## src/rtl/key_encoder_8to3.sv

```systemverilog
// Key encoder: synchronises and debounces 8 raw keys, then reports the highest
// pressed key index with a valid/ack handshake and waits for full release.
module key_encoder_8to3 #(
    parameter int DEBOUNCE_CYCLES = 16,
    parameter int CNT_W           = 5
) (
    input  logic       clk,
    input  logic       reset,
    input  logic [7:0] keys,
    input  logic       en,
    input  logic       ack,
    output logic [2:0] code,
    output logic       multi,
    output logic       valid,
    output logic       busy
);

    typedef enum logic [1:0] {
        IDLE,
        DEBOUNCE,
        REPORT,
        RELEASE
    } state_t;

    localparam logic [CNT_W-1:0] CNT_LAST = CNT_W'(DEBOUNCE_CYCLES - 1);

    state_t           state;
    state_t           state_next;
    logic [7:0]       sync_meta;
    logic [7:0]       ks;
    logic [7:0]       snapshot;
    logic [7:0]       snapshot_next;
    logic [CNT_W-1:0] cnt;
    logic [CNT_W-1:0] cnt_next;
    logic [2:0]       code_next;
    logic             multi_next;
    logic             valid_next;
    logic [2:0]       snap_index;
    logic             snap_multi;

    // Highest set bit wins; clearing the lowest set bit leaves nonzero only if
    // at least two keys are down.
    always_comb begin
        snap_index = 3'd0;
        for (int i = 0; i < 8; i++) begin
            if (snapshot[i]) begin
                snap_index = 3'(i);
            end
        end
        snap_multi = (snapshot & (snapshot - 8'd1)) != 8'd0;
    end

    always_ff @(posedge clk) begin
        if (reset) begin
            sync_meta <= 8'd0;
            ks        <= 8'd0;
            state     <= IDLE;
            snapshot  <= 8'd0;
            cnt       <= '0;
            code      <= 3'd0;
            multi     <= 1'b0;
            valid     <= 1'b0;
        end else begin
            sync_meta <= keys;
            ks        <= sync_meta;
            state     <= state_next;
            snapshot  <= snapshot_next;
            cnt       <= cnt_next;
            code      <= code_next;
            multi     <= multi_next;
            valid     <= valid_next;
        end
    end

    always_comb begin
        state_next    = state;
        snapshot_next = snapshot;
        cnt_next      = cnt;
        code_next     = code;
        multi_next    = multi;
        valid_next    = valid;

        case (state)
            IDLE: begin
                if (en && ks != 8'd0) begin
                    state_next    = DEBOUNCE;
                    snapshot_next = ks;
                    cnt_next      = '0;
                end
            end

            DEBOUNCE: begin
                if (!en || ks == 8'd0) begin
                    state_next = IDLE;
                end else if (ks != snapshot) begin
                    snapshot_next = ks;
                    cnt_next      = '0;
                end else if (cnt == CNT_LAST) begin
                    state_next = REPORT;
                    code_next  = snap_index;
                    multi_next = snap_multi;
                    valid_next = 1'b1;
                end else begin
                    cnt_next = cnt + CNT_W'(1);
                end
            end

            // Code/Multi stay frozen here regardless of keys or enable.
            REPORT: begin
                if (valid && ack) begin
                    state_next = RELEASE;
                    valid_next = 1'b0;
                    cnt_next   = '0;
                end
            end

            RELEASE: begin
                if (ks != 8'd0) begin
                    cnt_next = '0;
                end else if (cnt == CNT_LAST) begin
                    state_next = IDLE;
                end else begin
                    cnt_next = cnt + CNT_W'(1);
                end
            end

            default: begin
                state_next = IDLE;
            end
        endcase
    end

    assign busy = (state != IDLE);

endmodule

```

## config.mk

```make
export PLATFORM = sky130hd
export DESIGN_NAME = key_encoder_8to3
export DESIGN_NICKNAME = d
export VERILOG_FILES = /design/src/rtl/key_encoder_8to3.sv
export SDC_FILE = /design/constraint.sdc
export NUM_CORES = 1
export LEC_CHECK = 0
export ABC_AREA = 1
export CORE_ASPECT_RATIO = 2
export CORE_MARGIN = 3
export CORE_UTILIZATION = 50
export DETAILED_ROUTE_END_ITERATION = 10
export PLACE_DENSITY = 0.75
export SLEW_MARGIN = 40
export SYNTH_ARGS = -nofsm -noshare
export SYNTH_HDL_FRONTEND = slang
export SYNTH_SLANG_ARGS = --single-unit
```

## constraint.sdc

```tcl
create_clock -name clk -period 1.45 [get_ports clk]
set_clock_uncertainty 0.15 [all_clocks]
set_input_delay 0.435 -clock clk [delete_from_list [all_inputs] [get_ports clk]]
set_output_delay 0.435 -clock clk [all_outputs]
set_load 0.1 [all_outputs]
```

# --- Word-level counts from Yosys, hierarchy flattened ---
# Index checks and enable logic that the tools add are counted.
word_totals:
  register_bits: 36
  latch_bits: 0
  ram_bits: 0
  mem_bits_ro: 0
  inputBits: 12
  wordCells: 75
  mem_count: 0
op_classes:
  add_sub_neg: 2
  mul: 0
  div_mod_pow: 0
  order_cmp: 0
  n_eq_ne: 15
  shifts: 0
  mux: 31
  n_bitwise: 3
  n_reduce_logical: 16
ops:
  columns: ["operator", "count"]
  rows:
  - ["$mux 5", 6]
  - ["$mux 8", 3]
  - ["$pmux 5 s4", 1]
  - ["$mux 3", 6]
  - ["$ne 2x2->1 const B", 8]
  - ["$pmux 8 s2", 1]
  - ["$reduce_bool 8->1", 2]
  - ["$mux 2", 7]
  - ["$and 8x8->8", 1]
  - ["$logic_not 8->1", 1]
  - ["$ne 8x8->1", 1]
  - ["$pmux 2 s4", 1]
  - ["$reduce_and 4->1", 2]
  - ["$sub 8x1->8 const B", 1]
  - ["$ne 3x3->1 const B", 2]
  - ["$reduce_and 6->1", 1]
  - ["$reduce_bool 2->1", 3]
  - ["$add 5x1->5 const B", 1]
  - ["$eq 5x4->1 const B", 1]
  - ["$mux 1", 5]
  - ["$reduce_and 5->1", 1]
  - ["$eq 2x2->1 const B", 2]
  - ["$reduce_and 3->1", 1]
  - ["$eq 2x1->1 const B", 1]
  - ["6 further kinds", 8]

# --- Depth between registers and ports, before layout ---
# Gate-level depths: netlist of the first run.
depth:
  depth_word: 7
  depth_mapped: 11
  mapped_depth_nobuf: 11

# --- Least setup slack after synthesis of the first run ---
# Ideal clock, no wire load.
synth_timing:
  kind: "reg-to-reg"
  startpoint: "register valid"
  endpoint: "register cnt[1]"
  setup_time_ns: 0.116
  arrival_time_ns: 1.852
  required_time_ns: 1.184
  slack_ns: -0.667
  stages_incl_launch_ff: 8
  synth_period_minus_slack_ns: 2.117
  path_cell_list: "dfxtp_1 -> inv_1 -> o21bai_2 -> nand2_1 -> nor2_4 -> nand2_1 -> o21ai_0 -> nor2_1"
synth_between:
  elab_chain_len: 3
synth_rtl:
  columns: ["element", "line", "text"]
  rows:
  - ["from (decl)", "14", "output logic valid,"]
  - ["from (signal assigned)", "71", "valid <= valid_next;"]
  - ["$logic_and 1x1->1", "110", "if (valid && ack) begin"]
  - ["$ne 2x2->1 (no source line)", null, null]
  - ["$reduce_and 3->1 (no source line)", null, null]
  - ["to (signal assigned)", "68", "cnt <= cnt_next;"]
  - ["to (decl)", "33", "logic [CNT_W-1:0] cnt;"]
# No other way between the ends.
# A chain may end at the register's enable or synchronous reset.

==> results of run 1 <==
[power breakdown]
part	internal, mW	switching (mW)	total (mW)
clock network	0.510	0.373	0.883
logic	0.353	0.431	0.783
registers	1.04	0.0458	1.09
total	1.91	0.850	2.76
[critical path: stages, from the launching register on]
cell	delay, ps
dfxtp_2	350
ha_4	140
nand2_2	40
inv_2	60
nand2_4	50
nor2_4	250
a21oi_2	90
nor2_1	130
nand3_2	100
nand2_1	110
a21oi_2	60
[kinds of logic (layout without fill, tap and decap cells)]
family / count (synthesis) / after routing
AND/OR/NAND/NOR: 114 / 115
buffers and inverters: 52 / 110
AO/OA/AOI/OAI: 37 / 37
flip-flops: 36 / 36
XOR/XNOR: 5 / 5
adder cells (fa/ha/maj): 1 / 1
[flip-flops by register name, summed over array words and instances, names as in the netlist, named ones only]
register   cells
cnt            5
multi          1
ks             8
valid          1
snapshot       8
state          1
code           3
sync_meta      8
[worst paths after layout]
path / start / end / slack [ps]
max: cnt[0]$_SDFFE_PP0P_ / flip-flop / -210
min: sync_meta[4]$_SDFF_PP0_ / ks[4]$_SDFF_PP0_ / 240
min reg2reg: sync_meta[4]$_SDFF_PP0_ / ks[4]$_SDFF_PP0_ / 240
max reg2reg: cnt[0]$_SDFFE_PP0P_ / flip-flop / -210
[timing repair]
item | 4_1_cts | 5_1_grt
setup buffers | 7 | 3
pin swaps | 29 | 28
gates cloned | 1 | 1
endpoints found under the setup margin | 21 | 21
gates resized for setup | 52 | 42
[final cells by class]
cell class,count,area share (%)
Tap cell,31,1.405
Inverter,47,6.706
Sequential cell,36,27.55
Clock buffer,5,2.492
Clock inverter,3,1.495
Timing Repair Buffer,55,21.84
Multi-Input combinational cell,158,38.51
[layout by cell type, fill, tap and decap left out, types with 2 or more instances in the layout]
cell             count
a21oi_1              7
a21oi_2             12
buf_12              10
buf_4               27
buf_6                6
clkbuf_8             5
clkdlybuf4s50_1      9
dfxtp_1             12
dfxtp_2             20
dfxtp_4              4
dlygate4sd2_1        2
inv_1               30
inv_2               14
inv_4                3
nand2_1             32
nand2_2             12
nand2_4              2
nand3_1              8
nand3_2              8
nand4_4              2
nor2_1              40
nor2_4               8
o21ai_0              5
o21ai_2              4
o21ai_4              2
xnor2_1              2
xnor2_2              3
[metrics by stage]
step / setup TNS (ps) / setup WS [ps] / power, mW / hold WS (ps)
after floorplan: -157.0 / -55.54 / 1.441 / 238.3
after global placement: -7728 / -446.2 / 1.629 / 238.9
after detailed placement: -7996 / -466.0 / 1.639 / 244.0
after CTS: -2319 / -200.7 / 2.654 / 245.9
after global routing: -5149 / -279.6 / 2.878 / 261.9
final: -3410 / -213.7 / 2.757 / 237.7
[per-layer routing]
| metal | track usage (%) | up-vias |
|---|---|---|
| met5 | 0 | - |
| met4 | 13.60 | 0 |
| met3 | 4.684 | 17 |
| met2 | 42.13 | 62 |
| met1 | 24.40 | 841 |
| li1 | - | 875 |
==> summary.txt, run 1 <==
Route
  • Vias: 1795
  • Metal2 WL: 2.803 mm
  • DRT iter0 DRCs: 70
  • Routed Antenna Nets: 0
  • Routed Wire Length: 5.132 mm
  • Top Metal Used: met4
  • Wire per inst: 15.32 um
  • DR DRC count: 0
  • Metal3 WL: 202 um
  • DRT Pass-1 Iters: 4
  • Met1 wire length: 1.954 mm
  • Vias per cell: 5.358

Layout
  • Final Instance Area: 2761 um2
  • Non-filler instance count after layout: 335
  • Final Util: 85.51%
  • Area grow syn2layout: 62.76%
  • Sequential cell area: 760.7 um2
  • Ant diodes: 0
  • Nets: 316
  • Share of cells above drive strength 1: 50.00%
  • Multi-input logic area: 1064 um2
  • Fillers: 163

Placed design
  • # port buffers: 17
  • DP HPWL: 2.564 mm
  • GPL Wtd Cong: 0.8216
  • Placed insts: 315
  • DP Area: 2217 um2

Run
  • Max Cap Viol: 0

Outcome
  • Status: complete, but fails checks
  • Failing checks: negative setup slack

Die
  • CORE AREA: 3229 um2
  • Die H: 88.38 um
  • Rows: 29
  • Width of the die: 47.19 um
  • Die footprint: 4171 um2
  • Ports: 18
  • Starting density of the core: 52.54%

Synth
  • Multiplexer share of the synthesized area: 0%
  • Compound-Gate Fraction of Synth Area: 13.50%
  • EDFF count, synth: 0
  • Synth Warn #: 0
  • Area share of fa/ha/maj cells after synthesis: 0.7375%
  • Post-synth top area share: 42.48%
  • Post-synthesis sequential area ratio: 42.48%
  • Syn_area_per_cell: 6.925 um2
  • Synth top cells by count: 45 x nand2_1, 44 x inv_1, 43 x nor2_1
  • Largest family of logic cells by synthesized area: simple AND/OR/NAND/NOR gates
  • FFs w/ async S/R, synth: 0%
  • Leading area contributor after synthesis: dfxtp_1
  • Synth Cell Area: 1697 um2
  • Post-synth net total: 258
  • Top_reg_cell synth: dfxtp_1
  • XOR/XNOR share of the synthesized area: 2.581%
  • Synth area leaders: dfxtp_1 42%, nand2_1 10%, inv_1 9.7%, nor2_1 9.5%, a21oi_1 5.9%
  • Synth Area in Simple Gates: 28.69%
  • Synth cell types: 25
  • Yosys reg bits: 36
  • Syn Inst Count: 245
  • Most common cell in the synthesized netlist: nand2_1

Global routing
  • Largest net degree at the start of global routing: 18
  • Total track usage: 23.87%
  • Vias in the first global route: 1669
  • Initial antenna violation count: 0
  • Total gr overflow: 0
  • First-pass GRT wire length: 7.141 mm

Timing
  • Fin. Hold Viols: 0
  • Setup-failing EPs final: 21
  • Minimum clock period: 1664 ps
  • Fmax: 0.6011 GHz
  • Slew headroom: 80.55%
  • Max-slew violation count: 0
  • Unrepaired setup endpoints after global routing: yes
  • Slew of the pin with the lowest slew margin: 291.0 ps
  • Period utilization: 114.7%
  • Final worst setup slack: -213.7 ps

Critical path
  • Crit-path max FO: 5
  • Crit. End Element: flip-flop
  • Worst endpoint required time: 1490 ps
  • Startpoint types: flip-flop
  • R2R cell count: 10
  • CP arrival: 1700 ps
  • CP Class: reg -> reg

CTS
  • Maximum clock path buffer count: 2
  • Hold buffer count at CTS: 0
  • Worst-Skew Late Latency: 300 ps
  • CTS H-tree lvls: 2
  • CTS Buf Count: 5
  • CTS tree: built
  • Clock Root Buffer: clkbuf_8
  • Worst-path clk slew: 70 ps
  • Clk sinks: 36

Min path
  • WHS Path Cells: 2
  • HP Class: reg -> reg

Power and ir drop
  • Peak supply drop: 1.042 mV
  • Leak: 1.207 nW
  • Pwr dens: 998.3 nW/um2
Power figures use the tool's default switching activity.
==> inputs of run 2 (changes only) <==
- SLEW_MARGIN: 40 -> not set
==> results of run 2 <==
No change in the layout: final DEF, timing and power equal those of run 1.
==> inputs of run 3 (changes only) <==
- SETUP_SLACK_MARGIN: not set -> 0.5
==> run 3 against run 2 <==
- the flow still finishes with violations (negative setup slack)
- critical path depth is 1 higher
- worst setup slack worse by 63 ps
- maximum frequency is 3.6% lower
- global-route usage is 2.4 points higher
- die area stayed put
- hold slack worse by 5.8 ps
- via count is 4.6% higher
- cell area is 1.8% higher
- sequential power hardly changed
- critical path type unchanged
- largest cell class unchanged
==> summary.txt, run 3 (synthesis gave the netlist of run 1 again) <==
Critical path
  • Crit. End Element: flip-flop
  • Crit-path max FO: 8
  • R2R setup slack: -280 ps
  • Worst endpoint required time: 1490 ps
  • Startpoint types: flip-flop
  • CP arrival: 1770 ps
  • CP Class: reg -> reg

Die
  • Die footprint: 4171 um2
  • Rows: 29
  • CORE AREA: 3229 um2
  • Width of the die: 47.19 um
  • Ports: 18
  • Starting density of the core: 52.54%
  • Die H: 88.38 um

Placed design
  • GPL Wtd Cong: 0.8352
  • DP HPWL: 2.688 mm
  • # port buffers: 17
  • DP Area: 2262 um2

Layout
  • Area grow syn2layout: 65.71%
  • Share of cells above drive strength 1: 55.05%
  • Final Instance Area: 2811 um2
  • Ant diodes: 0
  • Top Registers: ks: 8 flops, snapshot: 8 flops, sync_meta: 8 flops
  • Most common cell after layout, fill and taps aside: nor2_1
  • Nets: 319
  • Highest-count cells in the layout ignoring fill and taps: 33 x nor2_1, 31 x buf_4, 30 x inv_1, 28 x nand2_1, 16 x nand2_2

Timing
  • Slew headroom: 79.07%
  • Max-slew violation count: 0
  • Unrepaired setup endpoints after global routing: yes
  • Hold Slack: 231.9 ps
  • Minimum clock period: 1727 ps
  • Setup-failing EPs final: 21
  • Final worst setup slack: -276.6 ps
  • Slew of the pin with the lowest slew margin: 310.6 ps
  • Fmax: 0.5792 GHz
  • Fin. Hold Viols: 0
  • Period utilization: 119.1%
  • Final setup TNS: -4255 ps

CTS
  • CTS H-tree lvls: 2
  • CTS Buf Count: 5
  • Clock Root Buffer: clkbuf_8
  • Hold buffer count at CTS: 0
  • Clk sinks: 36
  • Maximum clock path buffer count: 2
  • Worst-path clk slew: 70 ps
  • CTS tree: built
  • Worst-Skew Late Latency: 290 ps

Power and ir drop
  • Leak: 1.243 nW
  • Pwr dens: 964.7 nW/um2
  • Peak supply drop: 0.9549 mV

Min path
  • HP Class: in -> reg

Route
  • DRT Pass-1 Iters: 5
  • DRT iter0 DRCs: 42
  • DR DRC count: 0
  • Routed Wire Length: 5.573 mm
  • Vias per cell: 5.556
  • Routed Antenna Nets: 0
  • Vias: 1878
  • Wire per inst: 16.49 um

Global routing
  • Total track usage: 26.22%
  • Vias in the first global route: 1835
  • First-pass GRT wire length: 7.886 mm
  • Total gr overflow: 0
  • Initial antenna violation count: 0
  • Largest net degree at the start of global routing: 18

Run
  • Max Cap Viol: 0

Outcome
  • Failing checks: negative setup slack
  • Status: complete, but fails checks
## run 3: through the flow
step                setup slack [ps]  std cells  power (mW)  util, %
floorplan                     -30.75        245       1.463        -
global placement              -463.4        314       1.648    70.05
detailed placement            -491.6        314       1.661    70.05
CTS                           -188.1        333       2.566    79.39
global route                  -321.7        338       2.826    87.06
finish                        -276.6        338       2.712    87.06
## run 3: layer usage
metal	GRT usage, %	part of all wire (%)	vias to the layer above
li1	-	-	881
met1	26.08	36	918
met2	47.83	57	56
met3	4.888	2.6	23
met4	13.60	5.3	0
met5	0	0	-
## run 3: layout make-up
class | count | area [um2]
Inverter | 47 | 182.7
Sequential cell | 36 | 777.0
Fill cell | 161 | 417.9
Timing Repair Buffer | 58 | 614.3
Tap cell | 31 | 38.79
Multi-Input combinational cell | 158 | 1092
Clock inverter | 2 | 12.51
Clock buffer | 6 | 93.84
## run 3: worst max-delay path: stages, from the launching register on
cell	delay, ps
dfxtp_2	360
inv_2	50
nand2_1	70
nand2_1	90
nand2_2	90
nor2_4	60
buf_6	120
a31oi_4	240
clkbuf_16	210
nand3_2	60
nand2_1	80
nor2_1	40
## run 3: what timing repair did
action,in CTS,in global routing
pin swaps,16,34
cloned,3,1
setup buffers,8,4
gates resized for setup,37,56
endpoints found under the setup margin,42,40
## run 3: path summary, 6_finish.rpt
path                                            endpoint  cells past startpoint                     start
worst max-delay path            snapshot[7]$_SDFFE_PP0P_                     11  snapshot[4]$_SDFFE_PP0P_
worst min-delay path             sync_meta[0]$_SDFF_PP0_                      3                   keys[0]
worst max register to register  snapshot[7]$_SDFFE_PP0P_                     11  snapshot[4]$_SDFFE_PP0P_
worst min register to register          ks[0]$_SDFF_PP0_                      2   sync_meta[0]$_SDFF_PP0_
## run 3: power breakdown
part	internal, mW	leakage, nW	total (mW)	switching [mW]
clock	0.439	0.0523	0.823	0.383
sequential	1.03	0.309	1.08	0.0500
combinational	0.364	0.882	0.806	0.443
total	1.84	1.24	2.71	0.876
